$ cat src/rtl/cpu6_trap_ctrl_pkg.sv
// Shared widths, FSM/kind encodings and cause codes for the cpu6 trap sequencer.
package cpu6_trap_ctrl_pkg;

  localparam int CPU6_XLEN     = 32;
  localparam int CPU6_CSR_SIZE = 12;
  localparam int CPU6_CAUSE_W  = 4;

  localparam logic [31:0] CPU6_MTVEC_TRAP_BASE = 32'h0000_0100;

  localparam logic [3:0] CPU6_CAUSE_INSTR_MISALIGN = 4'd0;
  localparam logic [3:0] CPU6_CAUSE_INSTR_FAULT    = 4'd1;
  localparam logic [3:0] CPU6_CAUSE_ILLEGAL_INSTR  = 4'd2;
  localparam logic [3:0] CPU6_CAUSE_BREAKPOINT     = 4'd3;
  localparam logic [3:0] CPU6_CAUSE_ECALL_M        = 4'd11;

  typedef enum logic [1:0] {
    ST_IDLE  = 2'd0,
    ST_FLUSH = 2'd1,
    ST_SAVE  = 2'd2,
    ST_REDIR = 2'd3
  } trap_state_e;

  // Reset value of kind is EXC, so a cleared register decodes as EXC.
  typedef enum logic {
    KIND_EXC = 1'b0,
    KIND_RET = 1'b1
  } trap_kind_e;

endpackage

$ cat src/rtl/cpu6_trap_ctrl.sv
// Trap sequencer: arbitrates the CSR port between pipeline CSR instructions and
// exception entry / mret return sequences (flush, save, redirect).
module cpu6_trap_ctrl
  import cpu6_trap_ctrl_pkg::*;
#(
  parameter int XLEN     = CPU6_XLEN,
  parameter int CSR_SIZE = CPU6_CSR_SIZE,
  parameter int CAUSE_W  = CPU6_CAUSE_W
) (
  input  logic                clk,
  input  logic                reset,
  input  logic                excp_req,
  input  logic [CAUSE_W-1:0]  excp_cause,
  input  logic [XLEN-1:0]     excp_pc,
  input  logic                mret_req,
  input  logic                csr_instr_req,
  input  logic                csr_instr_wr,
  input  logic [CSR_SIZE-1:0] csr_instr_idx,
  input  logic [XLEN-1:0]     csr_instr_wdat,
  output logic                csr_instr_gnt,
  output logic                csr_rd_en,
  output logic                csr_wr_en,
  output logic [CSR_SIZE-1:0] csr_idx,
  output logic [XLEN-1:0]     csr_write_dat,
  output logic [XLEN-1:0]     excp_mepc,
  output logic                excp_mepc_ena,
  output logic [CAUSE_W-1:0]  excp_mcause,
  output logic                excp_mcause_ena,
  input  logic [XLEN-1:0]     csr_mtvec,
  input  logic [XLEN-1:0]     csr_mepc,
  output logic                flush,
  output logic                redirect_vld,
  output logic [XLEN-1:0]     redirect_pc,
  output logic                busy
);

  localparam logic [XLEN-1:0] ALIGN_MASK = {{(XLEN-1){1'b1}}, 1'b0};

  trap_state_e        state_q, state_d;
  trap_kind_e         kind_q, kind_d;
  logic [XLEN-1:0]    pc_q, pc_d;
  logic [CAUSE_W-1:0] cause_q, cause_d;

  always_ff @(posedge clk or posedge reset) begin
    if (reset) begin
      state_q <= ST_IDLE;
      kind_q  <= KIND_EXC;
      pc_q    <= '0;
      cause_q <= '0;
    end else begin
      state_q <= state_d;
      kind_q  <= kind_d;
      pc_q    <= pc_d;
      cause_q <= cause_d;
    end
  end

  // Requests are only looked at in IDLE; exception beats mret beats CSR access.
  always_comb begin
    state_d = state_q;
    kind_d  = kind_q;
    pc_d    = pc_q;
    cause_d = cause_q;
    unique case (state_q)
      ST_IDLE: begin
        if (excp_req) begin
          pc_d    = excp_pc & ALIGN_MASK;
          cause_d = excp_cause;
          kind_d  = KIND_EXC;
          state_d = ST_FLUSH;
        end else if (mret_req) begin
          kind_d  = KIND_RET;
          state_d = ST_FLUSH;
        end
      end
      ST_FLUSH: state_d = (kind_q == KIND_EXC) ? ST_SAVE : ST_REDIR;
      ST_SAVE:  state_d = ST_REDIR;
      ST_REDIR: state_d = ST_IDLE;
      default:  state_d = ST_IDLE;
    endcase
  end

  // CSR handshake: csr_instr_req is a level request held by the pipeline;
  // csr_instr_gnt in the same cycle means the access happened this cycle,
  // otherwise the request must be held or re-issued.
  always_comb begin
    csr_instr_gnt   = 1'b0;
    csr_rd_en       = 1'b0;
    csr_wr_en       = 1'b0;
    csr_idx         = '0;
    csr_write_dat   = '0;
    excp_mepc       = '0;
    excp_mepc_ena   = 1'b0;
    excp_mcause     = '0;
    excp_mcause_ena = 1'b0;
    flush           = 1'b0;
    redirect_vld    = 1'b0;
    redirect_pc     = '0;
    unique case (state_q)
      ST_IDLE: begin
        if (!reset && !excp_req && !mret_req && csr_instr_req) begin
          csr_instr_gnt = 1'b1;
          csr_rd_en     = !csr_instr_wr;
          csr_wr_en     = csr_instr_wr;
          csr_idx       = csr_instr_idx;
          csr_write_dat = csr_instr_wdat;
        end
      end
      ST_FLUSH: flush = 1'b1;
      ST_SAVE: begin
        excp_mepc       = pc_q;
        excp_mepc_ena   = 1'b1;
        excp_mcause     = cause_q;
        excp_mcause_ena = 1'b1;
      end
      ST_REDIR: begin
        redirect_vld = 1'b1;
        redirect_pc  = ((kind_q == KIND_EXC) ? csr_mtvec : csr_mepc) & ALIGN_MASK;
      end
      default: ;
    endcase
    busy = (state_q != ST_IDLE);
  end

endmodule

$ cat config.mk
export PLATFORM = sky130hd
export DESIGN_NAME = cpu6_trap_ctrl
export DESIGN_NICKNAME = d
export VERILOG_FILES = /design/src/rtl/cpu6_trap_ctrl_pkg.sv /design/src/rtl/cpu6_trap_ctrl.sv
export SDC_FILE = /design/constraint.sdc
export NUM_CORES = 1
export LEC_CHECK = 0
export ABC_AREA = 1
export ABC_CLOCK_PERIOD_IN_PS = 2400
export BUFFER_PORTS_ARGS = -buffer_cell sky130_fd_sc_hd__buf_2
export CELL_PAD_IN_SITES_DETAIL_PLACEMENT = 1
export CELL_PAD_IN_SITES_GLOBAL_PLACEMENT = 1
export CORE_UTILIZATION = 25
export CTS_BUF_LIST = sky130_fd_sc_hd__clkbuf_4 sky130_fd_sc_hd__clkbuf_8 sky130_fd_sc_hd__clkbuf_16
export DETAILED_ROUTE_END_ITERATION = 6
export GPL_ROUTABILITY_DRIVEN = 0
export PLACE_DENSITY = 0.95
export SYNTH_ARGS = -nofsm -noshare
export SYNTH_HDL_FRONTEND = slang
export SYNTH_SLANG_ARGS = --single-unit
$ cat constraint.sdc
create_clock -name clk -period 2.4 [get_ports clk]
set_clock_uncertainty 0.05 [all_clocks]
set_input_delay 0.24 -clock clk [delete_from_list [all_inputs] [get_ports clk]]
set_output_delay 0.24 -clock clk [all_outputs]
set_load 0.03 [all_outputs]
## Yosys cells after proc, flatten, opt, wreduce, memory -nomap -nowiden

Index checks and enable logic that the tools add are counted.

| word-level totals | value |
|---|---|
| register bits | 38 |
| input port bits | 150 |
| output and inout port bits | 120 |
| logic and storage cells | 43 |

| operators by class | value |
|---|---|
| equality and inequality tests | 4 |
| muxes and demuxes | 23 |
| reduce and logical (&&, ||, !) cells | 12 |

Operators by type and width:

| kind | count |
|---|---|
| 2-to-1 mux 32 bit | 5 |
| 2-to-1 mux 12 bit | 2 |
| 2-to-1 mux 1 bit | 12 |
| case mux 2 bit (4 select lines) | 1 |
| == test 2 bit, second input constant | 2 |
| logical NOT 1 bit | 4 |
| 2-to-1 mux 2 bit | 2 |
| 2-to-1 mux 4 bit | 1 |
| AND reduction 2 bit | 2 |
| nonzero test 2 bit | 2 |
| logical AND 1 bit | 3 |
| != test 3 bit, second input constant | 1 |
| == test 2 x 1 -> 1 bit, second input constant | 1 |
| logical NOT 2 bit | 1 |

## Logic depth before layout (Yosys ltp)

| logic depth | value |
|---|---|
| depth in word-level cells | 6 |
| depth in mapped cells | 8 |
| mapped depth without buffers | 6 |

## Least setup slack after synthesis

No wires, ideal clock.

| timing | value |
|---|---|
| kind | register to output |
| start | reg state_q[0] |
| end | out excp_mepc[1] |
| arrival time | 1.562 ns |
| required time | 2.110 ns |
| slack | 0.548 ns |
| cell stages (with the launch flop) | 7 |
| path buffers | 2 |
| path through | dfrtp_1 inv_1 ha_1 clkbuf_1 buf_2 nand2_1 inv_1 |

| on the way | value |
|---|---|
| word-level cells in the longest chain between the ends | 2 |

RTL lines:

| element | line | source |
|---|---|---|
| start, declared | cpu6_trap_ctrl.sv:39 | `trap_state_e state_q, state_d;` |
| start signal, assigned | cpu6_trap_ctrl.sv:51 | `state_q <= state_d;` |
| == test 2 bit | cpu6_trap_ctrl.sv:99 | `unique case (state_q)` |
| 2-to-1 mux 32 bit | cpu6_trap_ctrl.sv:99 |  |
| end, declared | cpu6_trap_ctrl.sv:25 | `output logic [XLEN-1:0] excp_mepc,` |

Every way passes these cells.

## Worst setup path in the final report

| timing | value |
|---|---|
| start | in reset |
| end | out csr_write_dat[1] |

| on the way | value |
|---|---|
| word-level cells in the longest chain between the ends | 6 |

RTL lines:

| element | line | source |
|---|---|---|
| start, declared | cpu6_trap_ctrl.sv:11 | `input logic reset,` |
| logical NOT 1 bit | cpu6_trap_ctrl.sv:101 | `if (!reset && !excp_req && !mret_req && csr_instr_req) begin` |
| logical AND 1 bit (3 in series) | cpu6_trap_ctrl.sv:101 |  |
| 2-to-1 mux 32 bit | cpu6_trap_ctrl.sv:101 |  |
| 2-to-1 mux 32 bit | cpu6_trap_ctrl.sv:99 |  |
| end, declared | cpu6_trap_ctrl.sv:24 | `output logic [XLEN-1:0] csr_write_dat,` |

Every way passes these cells.

==> results.json <==
{
  "worst_setup_path_start_kind": "input pin",
  "die_w_um": 111,
  "grt_pass1_vias": 3705,
  "fp-row-count": 39,
  "fin_util_pct": 40.0,
  "arrival_ns": 1.84,
  "syn_inst": 461,
  "synth_xor_xnor_area_share_pct": 0,
  "setup_ws_ns": 0.271,
  "yosysMostFrequentCell": "nand2_1",
  "core_area_sq_mm": 0.0115,
  "drtAntennaViolNets": 0,
  "track_usage_pct": 18.8,
  "place_ws_ns": 0.403,
  "area_growth_pct": 54.8,
  "syn_area_sq_mm": 0.00296,
  "die_area_sq_mm": 0.0123,
  "path_clk_slew_ns": 0.06,
  "slew_headroom_pct": 63.0,
  "antenna_found_initial": 0,
  "final_area_sq_mm": 0.00458,
  "dpl_cell_area_sq_mm": 0.00439,
  "synth-seq-area-share_pct": 32.1,
  "firstDrtPassIters": 4,
  "grt_first_pass_wirelength_mm": 18.6,
  "status": "completed",
  "yosys.area_share.simple_pct": 43.1,
  "rsz0062_at_grt": "false",
  "port_buffers": 264,
  "insertion_delay_ns": 0.27,
  "hp-class": "input pin to register",
  "vias": 3665,
  "ys_ff_latch": 38,
  "synthAdderAreaFrac_pct": 1.69,
  "wl_mm": 11.7,
  "routed_via_density": 4.26,
  "cts_buffers": 5,
  "fin_tns_setup_ns": 0,
  "synth_largest_area_cell": "dfrtp_1",
  "num_antenna_cells": 0,
  "fin_nets": 871,
  "synth_edf_count": 0,
  "grt-ovfl-total": 0,
  "ioPinCount": 270,
  "multi_input_area_sq_mm": 0.00150,
  "ys.flop_type": "dfrtp_1",
  "finalHoldViolCount": 0,
  "fmax_ghz": 0.470,
  "report.final.slew_viol_count": 0,
  "cts.path.max_buffers": 2,
  "dp_hpwl_mm": 9.44,
  "ys_warn_count": 0,
  "drive_above_1_share_pct": 44.4,
  "register_area_sq_um": 951,
  "fin_cells": 861,
  "syn_avg_cell_area_sq_um": 6.42,
  "max_cap_viol_count": 0,
  "remaining_drc_errors": 0,
  "htree_levels": 2,
  "cts_tree": "built",
  "netlist-cell-type-count": 15,
  "detail_route.iter0.violations": 137,
  "peakVddDrop_v": 0.000435,
  "numPlacedInstances": 850,
  "p_leak_nw": 3.14,
  "synth-compound-area-share_pct": 5.24,
  "clock_sinks": 38,
  "synth_mux_area_share_pct": 0,
  "path_class": "input pin to output pin",
  "synth_top_family_by_area": "simple AND/OR/NAND/NOR gates",
  "start_util_pct": 25.8,
  "grt_max_degree": 41,
  "ys_top_cells_by_area": "dfrtp_1 32%, nand2_1 15%, nor2_4 11%",
  "synth_common_cells": "119 x nand2_1, 88 x inv_1, 80 x nor2_1",
  "cp_max_fo": 6,
  "crit_path_end_kind": "output pin",
  "synth_top_area_share_pct": 32.1,
  "async_flop_share_pct": 100,
  "min_period_ns": 2.13,
  "post-route-period-util_pct": 88.7,
  "setup_viol": 0,
  "die_height_um": 111,
  "wire_per_inst_um": 13.6,
  "power.density_mw_per_mm2": 1030,
  "fillers": 1589,
  "critPathRequiredTime_ns": 2.11,
  "worst_pin_slew_ns": 0.551,
  "cts_resized": 0,
  "ctsRootBufferMaster": "clkbuf_16"
}
==> area by class of cell <==
cell class / instances / share of cell area [%]
clock buffer: 6 / 3.03
multi-input combinational: 303 / 32.6
timing repair buffer: 281 / 32.2
tap: 143 / 3.90
sequential: 38 / 20.7
clock inverter: 2 / 0.273
inverter: 88 / 7.21
==> worst max-delay path, stage by stage <==
cell and delay [ns]:
dlygate4sd3_1 0.55, buf_2 0.13, nor2_1 0.18, nand3_4 0.16
buf_12 0.18, nor2_1 0.16, buf_2 0.23
==> kinds of logic (layout without fill, tap and decap cells) <==
group,Yosys count,after routing
simple gates,266,266
buf+inv,121,377
flops,38,38
compound gates,31,31
fa+ha+maj,4,4
other cells,1,2
==> stage by stage <==
| step | power (mW) | hold slack (ns) |
|---|---|---|
| floorplan | 3.19 | 0.323 |
| global placement | 4.02 | 0.212 |
| detailed placement | 4.11 | 0.204 |
| CTS | 4.79 | 0.135 |
| global route | 5.12 | 0.143 |
| finish | 4.73 | 0.136 |
==> layer usage <==
metal | wire length (um) | vias up | track usage (%)
li1 | - | 1846 | -
met1 | 4620 | 1670 | 21.5
met2 | 6120 | 139 | 35.3
met3 | 766 | 10 | 3.99
met4 | 187 | 0 | 4.62
met5 | 0 | - | 0
==> what timing repair did <==
item,in CTS,in global routing
buffers inserted,0,2
endpoints found under the hold margin,14,0
endpoints found under the setup margin,0,25
hold buffers,1,0
==> state kept, by name (all words and copies together) (netlist names) <==
name,flops
kind_q,1
cause_q,4
pc_q,31
state_q,2
==> cells in the final DEF (no fill, tap or decap) <==
master / n
buf_12: 2
buf_2: 264
buf_4: 14
clkbuf_16: 5
clkbuf_8: 1
clkinv_1: 1
clkinv_2: 1
clkinvlp_4: 1
conb_1: 2
dfrtp_1: 38
dlygate4sd3_1: 1
ha_1: 4
inv_1: 87
nand2_1: 119
nand3_1: 36
nand3_4: 1
nor2_1: 80
nor2_4: 30
o21ai_0: 31
==> final timing paths <==
| kind | from | to | slack, ns | cells past startpoint |
|---|---|---|---|---|
| worst min-delay path | excp_pc[3] | pc_q[3]$_DFFE_PP0P_ | 0.14 | 3 |
| min in group asynchronous | reset | state_q[1]$_DFFE_PP0P_ | 0.48 | 3 |
| worst max register to register | state_q[0]$_DFFE_PP0P_ | pc_q[26]$_DFFE_PP0P_ | 0.59 | 7 |
| worst max-delay path | reset | csr_write_dat[1] | 0.27 | 7 |
| worst min register to register | pc_q[16]$_DFFE_PP0P_ | pc_q[16]$_DFFE_PP0P_ | 0.42 | 2 |
| max in group asynchronous | reset | pc_q[31]$_DFFE_PP0P_ | 1.16 | 4 |
==> power breakdown <==
part | switching, mW | internal, mW | leakage (nW)
registers | 0.171 | 0.941 | 0.474
clock network | 0.245 | 0.411 | 0.0729
logic | 2.13 | 0.834 | 2.59
total | 2.55 | 2.19 | 3.14
No activity file was read; power rests on OpenSTA's default activity.
